[src/rtl/de0_input_pkg.sv]
// -----------------------------------------------------------------------------
// de0_input_pkg
// Shared definitions for the DE0 pushbutton input path:
//   - button index constants (increment, decrement, clear)
//   - press-FSM state type and state encodings
//   - default timing constants for a 50 MHz clock
//   - width helper for counters and timers
// -----------------------------------------------------------------------------
package de0_input_pkg;

   localparam int BTN_INC = 0;
   localparam int BTN_DEC = 1;
   localparam int BTN_CLR = 2;
   localparam int NUM_BTN = 3;

   // 20 ms debounce, 0.5 s before auto-repeat, 0.1 s between repeats at 50 MHz
   localparam int DEF_DEBOUNCE_CYCLES = 1_000_000;
   localparam int DEF_REPEAT_DELAY    = 25_000_000;
   localparam int DEF_REPEAT_PERIOD   = 5_000_000;

   typedef logic [1:0] press_state_t;

   localparam press_state_t PRESS_IDLE   = 2'd0;
   localparam press_state_t PRESS_HOLD   = 2'd1;
   localparam press_state_t PRESS_REPEAT = 2'd2;

   // Bits needed to hold values 0..n-1, never less than one bit
   function automatic int width_for(input int n);
      int w;
      w = $clog2(n);
      if (w < 1) begin
         w = 1;
      end else begin
         w = w;
      end
      return w;
   endfunction

endpackage

[src/rtl/de0_debounce.sv]
// -----------------------------------------------------------------------------
// de0_debounce
// Single-bit synchronizer plus debouncer for one active-low board pushbutton.
// The raw level passes through two flops, is inverted to an active-high
// "pressed" level, and is only accepted into db after it has differed from
// the current db for DEBOUNCE_CYCLES consecutive cycles.
//
// Ports:
//   clk_50   in  1  system clock
//   reset    in  1  synchronous active-high reset
//   button_n in  1  raw asynchronous pushbutton, active-low
//   db       out 1  debounced pressed level, active-high (registered)
// -----------------------------------------------------------------------------
module de0_debounce
   import de0_input_pkg::*;
#(
   parameter int DEBOUNCE_CYCLES = DEF_DEBOUNCE_CYCLES
)
(
   input  logic clk_50,
   input  logic reset,
   input  logic button_n,
   output logic db
);

   localparam int CNT_W = width_for(DEBOUNCE_CYCLES);
   localparam logic [CNT_W-1:0] CNT_LAST = CNT_W'(DEBOUNCE_CYCLES - 1);

   logic             sync1_r;
   logic             sync2_r;
   logic             pressed_s;
   logic             db_r;
   logic [CNT_W-1:0] cnt_r;

   // Two-flop synchronizer; reset loads the released (high) level
   always_ff @(posedge clk_50) begin
      if (reset) begin
         sync1_r <= 1'b1;
         sync2_r <= 1'b1;
      end else begin
         sync1_r <= button_n;
         sync2_r <= sync1_r;
      end
   end

   assign pressed_s = ~sync2_r;

   // Stability counter: any cycle matching db restarts the count
   always_ff @(posedge clk_50) begin
      if (reset) begin
         db_r  <= 1'b0;
         cnt_r <= {CNT_W{1'b0}};
      end else if (pressed_s == db_r) begin
         cnt_r <= {CNT_W{1'b0}};
      end else if (cnt_r == CNT_LAST) begin
         db_r  <= pressed_s;
         cnt_r <= {CNT_W{1'b0}};
      end else begin
         cnt_r <= cnt_r + CNT_W'(1);
      end
   end

   assign db = db_r;

endmodule

[src/rtl/de0_button_counter.sv]
// -----------------------------------------------------------------------------
// de0_button_counter
// Turns the three DE0 pushbuttons into increment / decrement / clear
// operations on a 16-bit value that drives the 7-segment display path.
// Increment and decrement auto-repeat while held; clear fires once per press.
//
// Ports:
//   clk_50  in  1   50 MHz clock
//   reset   in  1   synchronous active-high reset
//   BUTTON  in  3   raw pushbuttons, active-low: [0] inc, [1] dec, [2] clear
//   value   out 16  current count (registered)
//   step    out 3   one-cycle pulse per applied operation, per button
// -----------------------------------------------------------------------------
module de0_button_counter
   import de0_input_pkg::*;
#(
   parameter int DEBOUNCE_CYCLES = DEF_DEBOUNCE_CYCLES,
   parameter int REPEAT_DELAY    = DEF_REPEAT_DELAY,
   parameter int REPEAT_PERIOD   = DEF_REPEAT_PERIOD
)
(
   input  logic        clk_50,
   input  logic        reset,
   input  logic [2:0]  BUTTON,
   output logic [15:0] value,
   output logic [2:0]  step
);

   localparam int TMR_W = width_for((REPEAT_DELAY > REPEAT_PERIOD) ? REPEAT_DELAY : REPEAT_PERIOD);
   localparam logic [TMR_W-1:0] DELAY_LOAD  = TMR_W'(REPEAT_DELAY - 1);
   localparam logic [TMR_W-1:0] PERIOD_LOAD = TMR_W'(REPEAT_PERIOD - 1);

   logic [NUM_BTN-1:0] db_s;
   press_state_t       state_r [NUM_BTN];
   logic [TMR_W-1:0]   timer_r [NUM_BTN];
   logic [NUM_BTN-1:0] step_r;
   logic [15:0]        value_r;

   for (genvar g = 0; g < NUM_BTN; g++) begin : g_btn
      de0_debounce #(
         .DEBOUNCE_CYCLES (DEBOUNCE_CYCLES)
      ) u_debounce (
         .clk_50   (clk_50),
         .reset    (reset),
         .button_n (BUTTON[g]),
         .db       (db_s[g])
      );
   end

   // Press FSMs: initial step on press, then delayed auto-repeat for inc/dec.
   // IDLE with db high can only mean a fresh rising edge, since any fall
   // sends the FSM back to IDLE and reset clears db alongside the FSM.
   always_ff @(posedge clk_50) begin
      if (reset) begin
         for (int i = 0; i < NUM_BTN; i++) begin
            state_r[i] <= PRESS_IDLE;
            timer_r[i] <= {TMR_W{1'b0}};
         end
         step_r <= 3'b000;
      end else begin
         for (int i = 0; i < NUM_BTN; i++) begin
            step_r[i] <= 1'b0;
            case (state_r[i])
               PRESS_IDLE: begin
                  if (db_s[i]) begin
                     state_r[i] <= PRESS_HOLD;
                     timer_r[i] <= DELAY_LOAD;
                     step_r[i]  <= 1'b1;
                  end else begin
                     state_r[i] <= PRESS_IDLE;
                  end
               end
               PRESS_HOLD: begin
                  if (!db_s[i]) begin
                     state_r[i] <= PRESS_IDLE;
                  end else if (timer_r[i] != {TMR_W{1'b0}}) begin
                     timer_r[i] <= timer_r[i] - TMR_W'(1);
                  end else if (i != BTN_CLR) begin
                     state_r[i] <= PRESS_REPEAT;
                     timer_r[i] <= PERIOD_LOAD;
                     step_r[i]  <= 1'b1;
                  end else begin
                     // clear parks here with the timer at zero until release
                     state_r[i] <= PRESS_HOLD;
                  end
               end
               PRESS_REPEAT: begin
                  if (!db_s[i]) begin
                     state_r[i] <= PRESS_IDLE;
                  end else if (timer_r[i] != {TMR_W{1'b0}}) begin
                     timer_r[i] <= timer_r[i] - TMR_W'(1);
                  end else begin
                     timer_r[i] <= PERIOD_LOAD;
                     step_r[i]  <= 1'b1;
                  end
               end
               default: begin
                  state_r[i] <= PRESS_IDLE;
                  timer_r[i] <= {TMR_W{1'b0}};
               end
            endcase
         end
      end
   end

   // Value register: clear wins, simultaneous inc+dec cancel, wraps mod 2^16
   always_ff @(posedge clk_50) begin
      if (reset) begin
         value_r <= 16'h0000;
      end else if (step_r[BTN_CLR]) begin
         value_r <= 16'h0000;
      end else if (step_r[BTN_INC] && step_r[BTN_DEC]) begin
         value_r <= value_r;
      end else if (step_r[BTN_INC]) begin
         value_r <= value_r + 16'd1;
      end else if (step_r[BTN_DEC]) begin
         value_r <= value_r - 16'd1;
      end else begin
         value_r <= value_r;
      end
   end

   assign value = value_r;
   assign step  = step_r;

endmodule

[config.mk]
export PLATFORM = sky130hd
export DESIGN_NAME = de0_button_counter
export DESIGN_NICKNAME = d
export VERILOG_FILES = /design/src/rtl/de0_input_pkg.sv /design/src/rtl/de0_debounce.sv /design/src/rtl/de0_button_counter.sv
export SDC_FILE = /design/constraint.sdc
export NUM_CORES = 1
export LEC_CHECK = 0
export ABC_AREA = 1
export CAP_MARGIN = 20
export CORE_ASPECT_RATIO = 0.6
export CORE_MARGIN = 2
export CORE_UTILIZATION = 35
export CTS_CLUSTER_SIZE = 40
export DETAILED_ROUTE_END_ITERATION = 7
export REMOVE_ABC_BUFFERS = 1
export SYNTH_ARGS = -nofsm -noshare
export SYNTH_HDL_FRONTEND = slang
export SYNTH_SLANG_ARGS = --single-unit
[constraint.sdc]
create_clock -name clk_50 -period 9.1 [get_ports clk_50]
set_input_delay 1.82 -clock clk_50 [delete_from_list [all_inputs] [get_ports clk_50]]
set_output_delay 1.82 -clock clk_50 [all_outputs]
set_load 0.02 [all_outputs]
==> summary.txt <==
Run status
  • Status: completed

Clock network
  • CTS tree: done
  • Post-CTS setup-driven buffer insertion count: 0
  • Number of resized instances in the post-cts repair step: 0
  • Library cell used as clock root buffer: clkbuf_16
  • Longest Clk Path Bufs: 2
  • Cts bufs inserted: 17
  • Clock slew at the register clock pins of the worst setup and hold paths: 70 ps
  • Clock Sinks: 168
  • Source-to-sink clock delay at the later pin of the worst-skew pair: 440 ps
  • CTS H-Tree Depth: 4
  • Count of hold buffers inserted by post-cts repair: 0

Floorplanning
  • Core Area: 26600 µm²
  • Chip Width: 217 µm
  • Die area: 28600 µm²
  • I/O pin total: 24
  • Vert. Die Dim: 132 µm
  • Starting density of the core: 35.9%
  • Rows: 46

Final layout
  • Non-filler instance count after layout: 1648
  • Summed area of non-filler cells in the final layout: 10800 µm²
  • Fraction of layout cells with a size suffix above 1: 5.98%
  • Ant diodes: 0
  • Layout overhead on the synthesized area: 13.4%
  • Total Nets Final: 1311

Routing
  • DR iter-0 viols: 572
  • DRC violation count after routing: 0
  • Number of detailed-route iterations in the first pass: 5
  • Remaining number of nets flagged by the antenna check after routing: 0
  • Routed Wire Length: 20200 µm
  • Via count normalized by instance count: 4.74
  • Vias after detailed routing: 7805
  • Routed length per placed instance: 12.3 µm

GRT
  • Vias in the first global route: 7108
  • Number of antenna violations at the first check in global routing: 0
  • Total global-route track usage: 14.9%
  • First-pass GRT wire length: 34800 µm
  • Largest net degree at the start of global routing: 26
  • Final global-route overflow total: 0

Critical path
  • WP data arrival: 4460 ps
  • Worst setup EP type: flop
  • WP buf/inv: 3
  • Critical path type: primary input to flop
  • Destination of the worst register-to-register timing path: timer_r[2][13]
  • Cell occurring most often along the worst timing path: nor3_1
  • Ordered list of cells on the worst path: clkdlybuf4s50_1, nor3_1, nor3_1, a21boi_2, buf_4, inv_1, nand2_4, o21ai_0
  • Req. time, crit path: 9270 ps
  • Delay-heaviest family, CP: buffers and inverters
  • Worst reg2reg path depth: 11
  • Library cell contributing the largest single delay on the critical path: clkdlybuf4s50_1
  • Maximum fanout count along the critical path: 17
  • Worst R2R Setup Slack: 6500 ps
  • Delay of the slowest cell on the worst path: 820 ps
  • Kind of launch point of the worst setup path: primary input
  • Startpoint of the worst-slack reg-to-reg timing path: timer_r[2][0]

Placement
  • Worst slack, placed: 4340 ps
  • Count of port buffers added during placement: 23
  • Number of placed cells counting well taps: 1615
  • Placed standard-cell area: 10200 µm²
  • Detail Placement HPWL: 14900 µm
  • Routability congestion estimate from global placement: 0.873

STA
  • Setup WS post-layout: 4810 ps
  • Setup repair after global routing missed its margin: false
  • Worst slew margin: 52.8%
  • Ratio of final minimum period to clock period: 47.1%
  • Final hold violation count: 0
  • F_max: 233 MHz
  • Sum of negative setup slack: 0 ps
  • Max-slew violation count: 0
  • # setup viols final: 0
  • Clock skew: 8.30 ps
  • Transition time of the tightest slew-check pin: 706 ps
  • Minimum clock period: 4290 ps

Pwr
  • Ratio of total power to cell area: 178 nW/µm²
  • Overall power after layout: 0.00192 W
  • Leakage power: 4.37 nW
  • Worst ir drop on vdd: 0.000110 V

Synth
  • Number of flip-flops and latches in the synthesized netlist: 168
  • Count of flip-flops with a built-in enable after synthesis: 80
  • Area of the mapped netlist: 9540 µm²
  • Average footprint of a synthesized cell: 7.66 µm²
  • Number of distinct library cells after synthesis: 44
  • Proportion of synthesized flip-flops having asynchronous set or reset: 0%
  • Cells after Synth: 1245
  • Sequential share of the synthesized area: 43.7%
  • Synth warnings: 0
  • Most common flop cell mapped by yosys: dfxtp_1

Worst hold path
  • Number of cells on the worst hold path: 1
  • Worst Hold Launch: g_btn[0].u_debounce.sync1_r
  • Worst min-delay path endpoint: g_btn[0].u_debounce.sync2_r
  • Hold Crit Class: flop to flop

Job
  • Reported max-cap violation count: 0
## Yosys cell counts (10+ instances only)
master	number	area share (%)
a21oi_1	51	2.7
dfxtp_1	88	18
edfxtp_1	80	25
ha_1	30	3.9
inv_1	145	5.7
nand2_1	219	8.6
nand3_1	50	2.6
nand4_1	32	2.1
nor2_1	264	10
nor2_2	16	1.0
nor3_1	47	2.5
nor3b_1	15	1.2
nor4_1	10	0.66
o21ai_0	50	2.6
xnor2_1	26	2.4
xor2_1	44	4.0
## placed cells by master (no fill, tap or decap), types with 4 or more instances in the layout
master,instances
a21oi_1,51
buf_4,4
clkbuf_16,20
clkdlybuf4s50_1,23
clkinv_2,6
dfxtp_1,88
edfxtp_1,80
ha_1,30
inv_1,145
nand2_1,219
nand2_4,4
nand3_1,50
nand3b_1,4
nand4_1,32
nor2_1,264
nor2_2,16
nor3_1,47
nor3b_1,15
nor4_1,10
o211ai_1,4
o21ai_0,50
o21bai_1,9
or2_2,9
xnor2_1,26
xor2_1,44
## registers in the layout, indices dropped and copies added, names as in the netlist
name and flops:
g_btn.u_debounce.cnt_r 60, g_btn.u_debounce.db 3, g_btn.u_debounce.sync1_r 3, g_btn.u_debounce.sync2_r 3, state_r 5, step 3
timer_r 75, value 16
## final cells by class
class / instances / area [µm²]
Multi-Input combinational cell: 912 / 4730
Sequential cell: 168 / 4160
Timing Repair Buffer: 28 / 288
Tap cell: 360 / 450
Inverter: 148 / 556
Fill cell: 2747 / 15800
Clock inverter: 11 / 113
Clock buffer: 21 / 514
## stage by stage
stage | util, % | hold slack (ps)
after floorplan | - | 389
after global placement | 38.2 | 414
after detailed placement | 38.2 | 414
after CTS | 40.6 | 429
after global routing | 40.7 | 452
final | 40.7 | 425
## worst max-delay path by stage
stage | to | startpoint | slack, ps | cells after the start
2_1_floorplan | timer_r[2][0] | reset | 5030 | 3
3_3_place_gp | timer_r[1][23] | reset | 4390 | 7
3_5_place_dp | timer_r[1][6] | reset | 4340 | 8
4_1_cts | timer_r[1][15] | reset | 4810 | 8
5_1_grt | timer_r[2][11] | reset | 4490 | 8
6_report | timer_r[2][13] | reset | 4810 | 8
## cells by family after synthesis
logic type	synth area share [%]
fa+ha+maj	4.15
compound gates	7.61
simple gates	31.3
xor+xnor	6.43
flops	43.7
buf+inv	6.82
## worst register-to-register path, cell delays in order (launching register included)
cell and delay, ps:
edfxtp_1 390, inv_1 110, ha_1 210, nand2_1 130, nor2_1 200, nand4_1 130
nor3_2 290, a21boi_2 80, buf_4 200, inv_1 360, nand2_4 220, o21ai_0 130
## routing by layer
layer	GRT usage [%]	up-vias	wire length, µm
met2	19.8	146	7630
met1	23.3	3501	11500
met5	0	-	0
met4	4.72	0	195
met3	3.23	19	921
li1	-	4139	-
## power breakdown
part	total, W	switching, W	internal (W)	leakage [nW]
Sequential	0.000910	0.0000458	0.000865	1.54
Clock	0.000762	0.000304	0.000458	0.314
Combinational	0.000249	0.000166	0.0000828	2.51
(Power assumes the default switching activity.)
